--- src/rtl/video_timing_fetch.sv ---
// Programmable video timing generator with frame-buffer pixel fetch.
// Define VIDEO_TIMING_FETCH_TPG_EN to add the colour-bar test pattern.
module video_timing_fetch #(
  parameter int H_ACTIVE = 640,
  parameter int H_FP     = 16,
  parameter int H_SYNC   = 96,
  parameter int H_BP     = 48,
  parameter int V_ACTIVE = 480,
  parameter int V_FP     = 10,
  parameter int V_SYNC   = 2,
  parameter int V_BP     = 33,
  parameter int HS_POL   = 1,
  parameter int VS_POL   = 1,
  parameter int CNT_W    = 11,
  parameter int ADDR_W   = 21,
  parameter int RD_LAT   = 2
) (
  input  logic              clk_low,
  input  logic              reset,
  input  logic              enable,
  input  logic [ADDR_W-1:0] frame_base,
  input  logic [ADDR_W-1:0] line_stride,
`ifdef VIDEO_TIMING_FETCH_TPG_EN
  input  logic              tpg_sel,
`endif
  output logic              rd_en,
  output logic [ADDR_W-1:0] rd_addr,
  input  logic [23:0]       rd_data,
  output logic [23:0]       rgb,
  output logic              de,
  output logic              hsync,
  output logic              vsync,
  output logic [CNT_W-1:0]  pix_x,
  output logic [CNT_W-1:0]  pix_y,
  output logic              frame_start,
  output logic              running
);

  localparam int H_TOT = H_ACTIVE + H_FP + H_SYNC + H_BP;
  localparam int V_TOT = V_ACTIVE + V_FP + V_SYNC + V_BP;

  localparam logic [CNT_W-1:0] H_LAST = CNT_W'(H_TOT - 1);
  localparam logic [CNT_W-1:0] V_LAST = CNT_W'(V_TOT - 1);
  localparam logic [CNT_W-1:0] H_ACT  = CNT_W'(H_ACTIVE);
  localparam logic [CNT_W-1:0] V_ACT  = CNT_W'(V_ACTIVE);
  localparam logic [CNT_W-1:0] HS_BEG = CNT_W'(H_ACTIVE + H_FP);
  localparam logic [CNT_W-1:0] HS_END =
    CNT_W'(H_ACTIVE + H_FP + H_SYNC);
  localparam logic [CNT_W-1:0] VS_BEG = CNT_W'(V_ACTIVE + V_FP);
  localparam logic [CNT_W-1:0] VS_END =
    CNT_W'(V_ACTIVE + V_FP + V_SYNC);

  localparam logic HS_ON = (HS_POL != 0);
  localparam logic VS_ON = (VS_POL != 0);

  localparam logic [1:0] S_IDLE  = 2'd0;
  localparam logic [1:0] S_RUN   = 2'd1;
  localparam logic [1:0] S_DRAIN = 2'd2;

  typedef struct packed {
    logic             de;
    logic             hs;
    logic             vs;
    logic             fs;
    logic             tpg;
    logic [CNT_W-1:0] x;
    logic [CNT_W-1:0] y;
  } side_t;

  logic [1:0]        state_q, state_d;
  logic [CNT_W-1:0]  hx_q, hx_d;
  logic [CNT_W-1:0]  vy_q, vy_d;
  logic [ADDR_W-1:0] base_q, base_d;
  logic [ADDR_W-1:0] stride_q, stride_d;
  logic [ADDR_W-1:0] base_eff, stride_eff;
  logic              rd_en_q, rd_en_d;
  logic [ADDR_W-1:0] rd_addr_q, rd_addr_d;
  logic              active, fstart, h_end, f_end, draw;
  logic              tpg_eff;

  side_t             sb_d;
  side_t             sb_q [RD_LAT+1];
  side_t             sbo;

  logic [23:0]       rgb_q, rgb_d;
  logic              de_q, de_d;
  logic              hsync_q, hsync_d;
  logic              vsync_q, vsync_d;
  logic [CNT_W-1:0]  pix_x_q, pix_x_d;
  logic [CNT_W-1:0]  pix_y_q, pix_y_d;
  logic              fs_q, fs_d;

  assign active = (state_q != S_IDLE);
  assign h_end  = (hx_q == H_LAST);
  assign f_end  = h_end && (vy_q == V_LAST);
  assign fstart = (state_q == S_RUN) &&
                  (hx_q == '0) && (vy_q == '0);
  assign draw   = active && (hx_q < H_ACT) && (vy_q < V_ACT);

  // Enable only matters when idle or at the last pixel of a frame.
  always_comb begin
    state_d = state_q;
    unique case (state_q)
      S_IDLE:  if (enable) state_d = S_RUN;
      S_RUN:   if (!enable) state_d = f_end ? S_IDLE : S_DRAIN;
      S_DRAIN: begin
        if (enable)     state_d = S_RUN;
        else if (f_end) state_d = S_IDLE;
      end
      default: state_d = S_IDLE;
    endcase
  end

  always_comb begin
    hx_d = hx_q;
    vy_d = vy_q;
    if (active) begin
      hx_d = h_end ? '0 : hx_q + CNT_W'(1);
      if (h_end) vy_d = (vy_q == V_LAST) ? '0 : vy_q + CNT_W'(1);
    end
  end

  // Frame-start values bypass their registers so pixel (0,0) uses them.
  assign base_eff   = fstart ? frame_base  : base_q;
  assign stride_eff = fstart ? line_stride : stride_q;

  always_comb begin
    base_d   = base_eff;
    stride_d = stride_eff;
    if (active && h_end && (vy_q < V_ACT))
      base_d = base_eff + stride_eff;
  end

`ifdef VIDEO_TIMING_FETCH_TPG_EN
  localparam int BAR_W = H_ACTIVE / 8;

  logic tpg_q, tpg_d;

  assign tpg_eff = fstart ? tpg_sel : tpg_q;
  assign tpg_d   = tpg_eff;

  always_ff @(posedge clk_low or negedge reset) begin
    if (!reset) tpg_q <= 1'b0;
    else        tpg_q <= tpg_d;
  end

  function automatic logic [23:0] bar_rgb(
    input logic [CNT_W-1:0] x
  );
    logic [2:0] b;
    b = '0;
    for (int k = 1; k < 8; k++)
      if (x >= CNT_W'(k * BAR_W)) b = 3'(k);
    return {{8{~b[1]}}, {8{~b[2]}}, {8{~b[0]}}};
  endfunction
`else
  assign tpg_eff = 1'b0;
`endif

  always_comb begin
    rd_en_d   = draw && !tpg_eff;
    rd_addr_d = rd_en_d ? base_eff + ADDR_W'(hx_q) : rd_addr_q;
    sb_d.de   = draw;
    sb_d.hs   = active && (hx_q >= HS_BEG) && (hx_q < HS_END);
    sb_d.vs   = active && (vy_q >= VS_BEG) && (vy_q < VS_END);
    sb_d.fs   = fstart;
    sb_d.tpg  = tpg_eff && active;
    sb_d.x    = hx_q;
    sb_d.y    = vy_q;
  end

  assign sbo = sb_q[RD_LAT];

  always_comb begin
    rgb_d = '0;
    if (sbo.de && !sbo.tpg) rgb_d = rd_data;
`ifdef VIDEO_TIMING_FETCH_TPG_EN
    if (sbo.de && sbo.tpg) rgb_d = bar_rgb(sbo.x);
`endif
    de_d    = sbo.de;
    hsync_d = sbo.hs ? HS_ON : !HS_ON;
    vsync_d = sbo.vs ? VS_ON : !VS_ON;
    pix_x_d = sbo.x;
    pix_y_d = sbo.y;
    fs_d    = sbo.fs;
  end

  always_ff @(posedge clk_low or negedge reset) begin
    if (!reset) begin
      state_q   <= S_IDLE;
      hx_q      <= '0;
      vy_q      <= '0;
      base_q    <= '0;
      stride_q  <= '0;
      rd_en_q   <= 1'b0;
      rd_addr_q <= '0;
      for (int i = 0; i <= RD_LAT; i++) sb_q[i] <= '0;
      rgb_q     <= '0;
      de_q      <= 1'b0;
      hsync_q   <= !HS_ON;
      vsync_q   <= !VS_ON;
      pix_x_q   <= '0;
      pix_y_q   <= '0;
      fs_q      <= 1'b0;
    end else begin
      state_q   <= state_d;
      hx_q      <= hx_d;
      vy_q      <= vy_d;
      base_q    <= base_d;
      stride_q  <= stride_d;
      rd_en_q   <= rd_en_d;
      rd_addr_q <= rd_addr_d;
      sb_q[0]   <= sb_d;
      for (int i = 1; i <= RD_LAT; i++) sb_q[i] <= sb_q[i-1];
      rgb_q     <= rgb_d;
      de_q      <= de_d;
      hsync_q   <= hsync_d;
      vsync_q   <= vsync_d;
      pix_x_q   <= pix_x_d;
      pix_y_q   <= pix_y_d;
      fs_q      <= fs_d;
    end
  end

  assign running     = active;
  assign rd_en       = rd_en_q;
  assign rd_addr     = rd_addr_q;
  assign rgb         = rgb_q;
  assign de          = de_q;
  assign hsync       = hsync_q;
  assign vsync       = vsync_q;
  assign pix_x       = pix_x_q;
  assign pix_y       = pix_y_q;
  assign frame_start = fs_q;

endmodule

--- config.mk ---
export PLATFORM = sky130hd
export DESIGN_NAME = video_timing_fetch
export DESIGN_NICKNAME = d
export VERILOG_FILES = /design/src/rtl/video_timing_fetch.sv
export SDC_FILE = /design/constraint.sdc
export NUM_CORES = 1
export LEC_CHECK = 0
export ABC_CLOCK_PERIOD_IN_PS = 13500
export CAP_MARGIN = 30
export CORE_ASPECT_RATIO = 1.25
export CORE_UTILIZATION = 58
export DETAILED_ROUTE_END_ITERATION = 10
export GPL_TIMING_DRIVEN = 0
export PLACE_DENSITY_LB_ADDON = 0.08
export RECOVER_POWER = 100
export SYNTH_ARGS = -nofsm -noshare
export SYNTH_HDL_FRONTEND = slang
export SYNTH_SLANG_ARGS = --single-unit
--- constraint.sdc ---
create_clock -name clk_low -period 13.5 [get_ports clk_low]
set_input_delay 2.7 -clock clk_low [delete_from_list [all_inputs] [get_ports clk_low]]
set_output_delay 2.7 -clock clk_low [all_outputs]
set_load 0.005 [all_outputs]
==> flow_summary.json <==
{
  "setup_viol": 0,
  "place_hpwl_mm": 14.3,
  "synth_nets": 916,
  "drcViolationCount": 7,
  "crit_path_start_kind": "input port",
  "cts_tree": "built",
  "wl_mm": 20.7,
  "hold_slack_ps": 348,
  "total_power_mw": 2.50,
  "cts-resized-gates": 0,
  "synth.avg_cell_area_um2": 10.9,
  "antenna_found_initial": 0,
  "cp-end-kind": "asynchronous set/reset pin",
  "die_area_um2": 15700,
  "ys_seq_area_share_pct": 61.1,
  "grt_max_degree": 135,
  "critPathRequiredTime_ps": 13090,
  "fin_crit_sh_pct": 45.5,
  "gp_congestion": 0.920,
  "drt_iter0_markers": 373,
  "fmax_mhz": 163,
  "hold_path_class": "reg2reg",
  "outcome": "complete, but fails checks",
  "cts_root_buf": "clkbuf_16",
  "post_drt_wl_per_cell_um": 17.7,
  "crit_path_top_delay_cell": "clkbuf_1",
  "r2r_slack_ps": 7390,
  "power_density_nw_per_um2": 223,
  "antenna_left": 0,
  "core_um2": 14900,
  "dr.pass1.iters": 10,
  "synth-seq-cells": 215,
  "die_h_um": 140,
  "grt_pass1_vias": 6813,
  "relSlewSlack_pct": -188,
  "violations": "design-rule violations, max-capacitance violations, max-slew violations",
  "io_buffers": 141,
  "placementRows": 50,
  "fin_tns_setup_ps": 0,
  "design_area_um2": 11200,
  "cts_sinks": 215,
  "critPathMaxStageDelay_ps": 2990,
  "viasPerCell": 5.59,
  "max-cap-violations": 1,
  "placed_area_um2": 10500,
  "overflow": 0,
  "yosysWarnings": 0,
  "die_x_um": 112,
  "post_cts_buffers": 0,
  "cts_max_level": 1,
  "rsz0062_at_grt": "false",
  "synth_edf_count": 0,
  "synth_cells": 810,
  "clock_latency_ps": 490,
  "synth_top_flop_cell": "dfrtp_1",
  "crit_family": "buffers and inverters",
  "vias": 6554,
  "worst_pin_slew_ps": 4310,
  "grt_usage_pct": 27.9,
  "start_util_pct": 59.2,
  "finClkSkew_ps": 14.3,
  "io_pins": 142,
  "area_growth_pct": 27.2,
  "grt_pass1_wl_mm": 34.2,
  "path_class": "in2async",
  "worst-path-max-fanout": 82,
  "crit_buf_inv": 1,
  "path_clk_slew_ps": 70,
  "hold_buffers": 0,
  "synth_cell_types": 48,
  "final_max_slew_viol_count": 82,
  "n_antenna_cell": 0,
  "crit_chain": "clkbuf_1",
  "cts_made_buffers": 21,
  "cp.arrival_ps": 5730,
  "nNetsFinal": 1082,
  "async_flop_share_pct": 100,
  "fin_crit_ps": 6140,
  "hold_violations": 0,
  "clockBufferDepth": 3,
  "final_util_pct": 75.3,
  "total_leakage_power_nw": 5.47,
  "synth_area_um2": 8810,
  "drive_above_1_share_pct": 4.74,
  "ir_worst_vdd_uv": 165
}
-- cell usage in the layout, fill, tap and decap left out, types with 16 or more instances in the layout --
cell type and count:
dfrtp_1 215, xnor2_1 26, clkbuf_16 21, a21oi_1 32
clkbuf_1 22, nand2_1 182, dlygate4sd3_1 87, o21ai_0 55
ha_1 35, clkdlybuf4s50_1 53, xor2_1 17, nor2_1 51
inv_1 16
-- worst paths after layout --
kind,startpoint,endpoint,depth (start not counted)
worst max-delay path,reset,base_q[15]$_DFF_PN0_,1
worst min-delay path,sb_q[24]$_DFF_PN0_,vsync$_DFF_PN0_,0
worst max register to register,hx_q[7]$_DFFE_PN0N_,base_q[20]$_DFF_PN0_,19
worst min register to register,sb_q[24]$_DFF_PN0_,vsync$_DFF_PN0_,0
max in group clk_low,hx_q[7]$_DFFE_PN0N_,base_q[20]$_DFF_PN0_,19
min in group asynchronous,reset,pix_y_d[8]$_DFF_PN0_,1
-- cell families after synthesis --
group / share of synthesized area (%)
mux: 1.45
xor+xnor: 4.27
buf+inv: 1.62
fa+ha+maj: 5.42
compound gates: 9.13
flops: 61.1
simple gates: 17.0
-- power breakdown --
part           internal, mW  total, mW  switching [mW]
Clock                 0.376      0.624           0.247
Sequential            0.790      0.860          0.0705
Combinational         0.433       1.02           0.583
-- flip-flops by register name, indices dropped and copies added (netlist names), 11 cells and up --
| name | count |
|---|---|
| base_q | 21 |
| hx_q | 11 |
| pix_x | 11 |
| pix_x_d | 11 |
| pix_y | 11 |
| pix_y_d | 11 |
| rd_addr | 21 |
| rgb | 24 |
| sb_q | 54 |
| stride_q | 21 |
| vy_q | 11 |
-- area by class of cell --
cell class | instances | area (um2)
clock buffers | 24 | 557
flip-flops and latches | 215 | 5380
clock inverters | 14 | 190
multi-input cells | 559 | 3280
plain buffers | 20 | 75.1
well taps | 182 | 228
repair buffers | 143 | 1440
fillers | 969 | 3680
inverters | 16 | 60.1
-- metal layers --
metal / share of wire [%] / track usage (%) / routed length, um / up-vias
met3: 4.5 / 3.40 / 932 / 47
met2: 55 / 53.5 / 11500 / 208
li1: - / - / - / 3072
met5: 0 / 0 / 0 / -
met1: 37 / 31.2 / 7600 / 3227
met4: 3.4 / 11.1 / 697 / 0
-- synthesized netlist by cell type, types with 2 or more instances --
master | instances | area share, %
a21oi_1 | 32 | 1.8
mux2_2 | 2 | 0.26
nand2b_1 | 2 | 0.14
o21ai_0 | 54 | 3.1
ha_1 | 35 | 5.0
inv_1 | 16 | 0.68
nand2_1 | 182 | 7.8
o21bai_1 | 6 | 0.51
nand3_1 | 14 | 0.80
a21o_1 | 14 | 1.2
clkbuf_1 | 18 | 0.77
or3_1 | 3 | 0.21
xor2_1 | 17 | 1.7
a31oi_1 | 5 | 0.36
and3_1 | 7 | 0.50
nor3_1 | 11 | 0.62
or4_1 | 2 | 0.17
fa_1 | 2 | 0.45
nor4_1 | 6 | 0.43
and2_1 | 27 | 1.9
nor4b_1 | 2 | 0.20
a22o_1 | 3 | 0.30
o31ai_1 | 5 | 0.43
or2_2 | 2 | 0.14
xnor2_1 | 26 | 2.6
nor2_1 | 51 | 2.2
a211oi_1 | 7 | 0.60
o21a_1 | 4 | 0.34
nand4_1 | 6 | 0.43
nand3b_1 | 3 | 0.26
dfrtp_1 | 215 | 61
mux2i_1 | 9 | 1.0
o21ai_1 | 2 | 0.11
nand4b_1 | 2 | 0.20
nor2b_1 | 5 | 0.36
-- worst register-to-register path, cell delays in order (launching register included) --
cell and delay (ps):
dfrtp_1 490, or4_1 640, nand2b_1 210, or3_1 380, clkbuf_1 300, clkbuf_1 360, clkbuf_1 330, clkbuf_1 280
nand2_1 120, nand2_1 100, ha_1 230, fa_1 430, a211oi_1 300, o21ai_0 170, a31oi_1 370, o21ai_0 350
a21boi_0 450, o31ai_1 160, mux2i_1 160, xnor2_1 140
-- metrics by stage --
step	cells	setup WS, ps
5_1_grt	1173	6430
2_1_floorplan	810	8470
3_3_place_gp	1133	1480
3_5_place_dp	1135	7370
4_1_cts	1173	7720
6_report	1173	7360
Note: power is estimated with default switching activity, not from simulation.
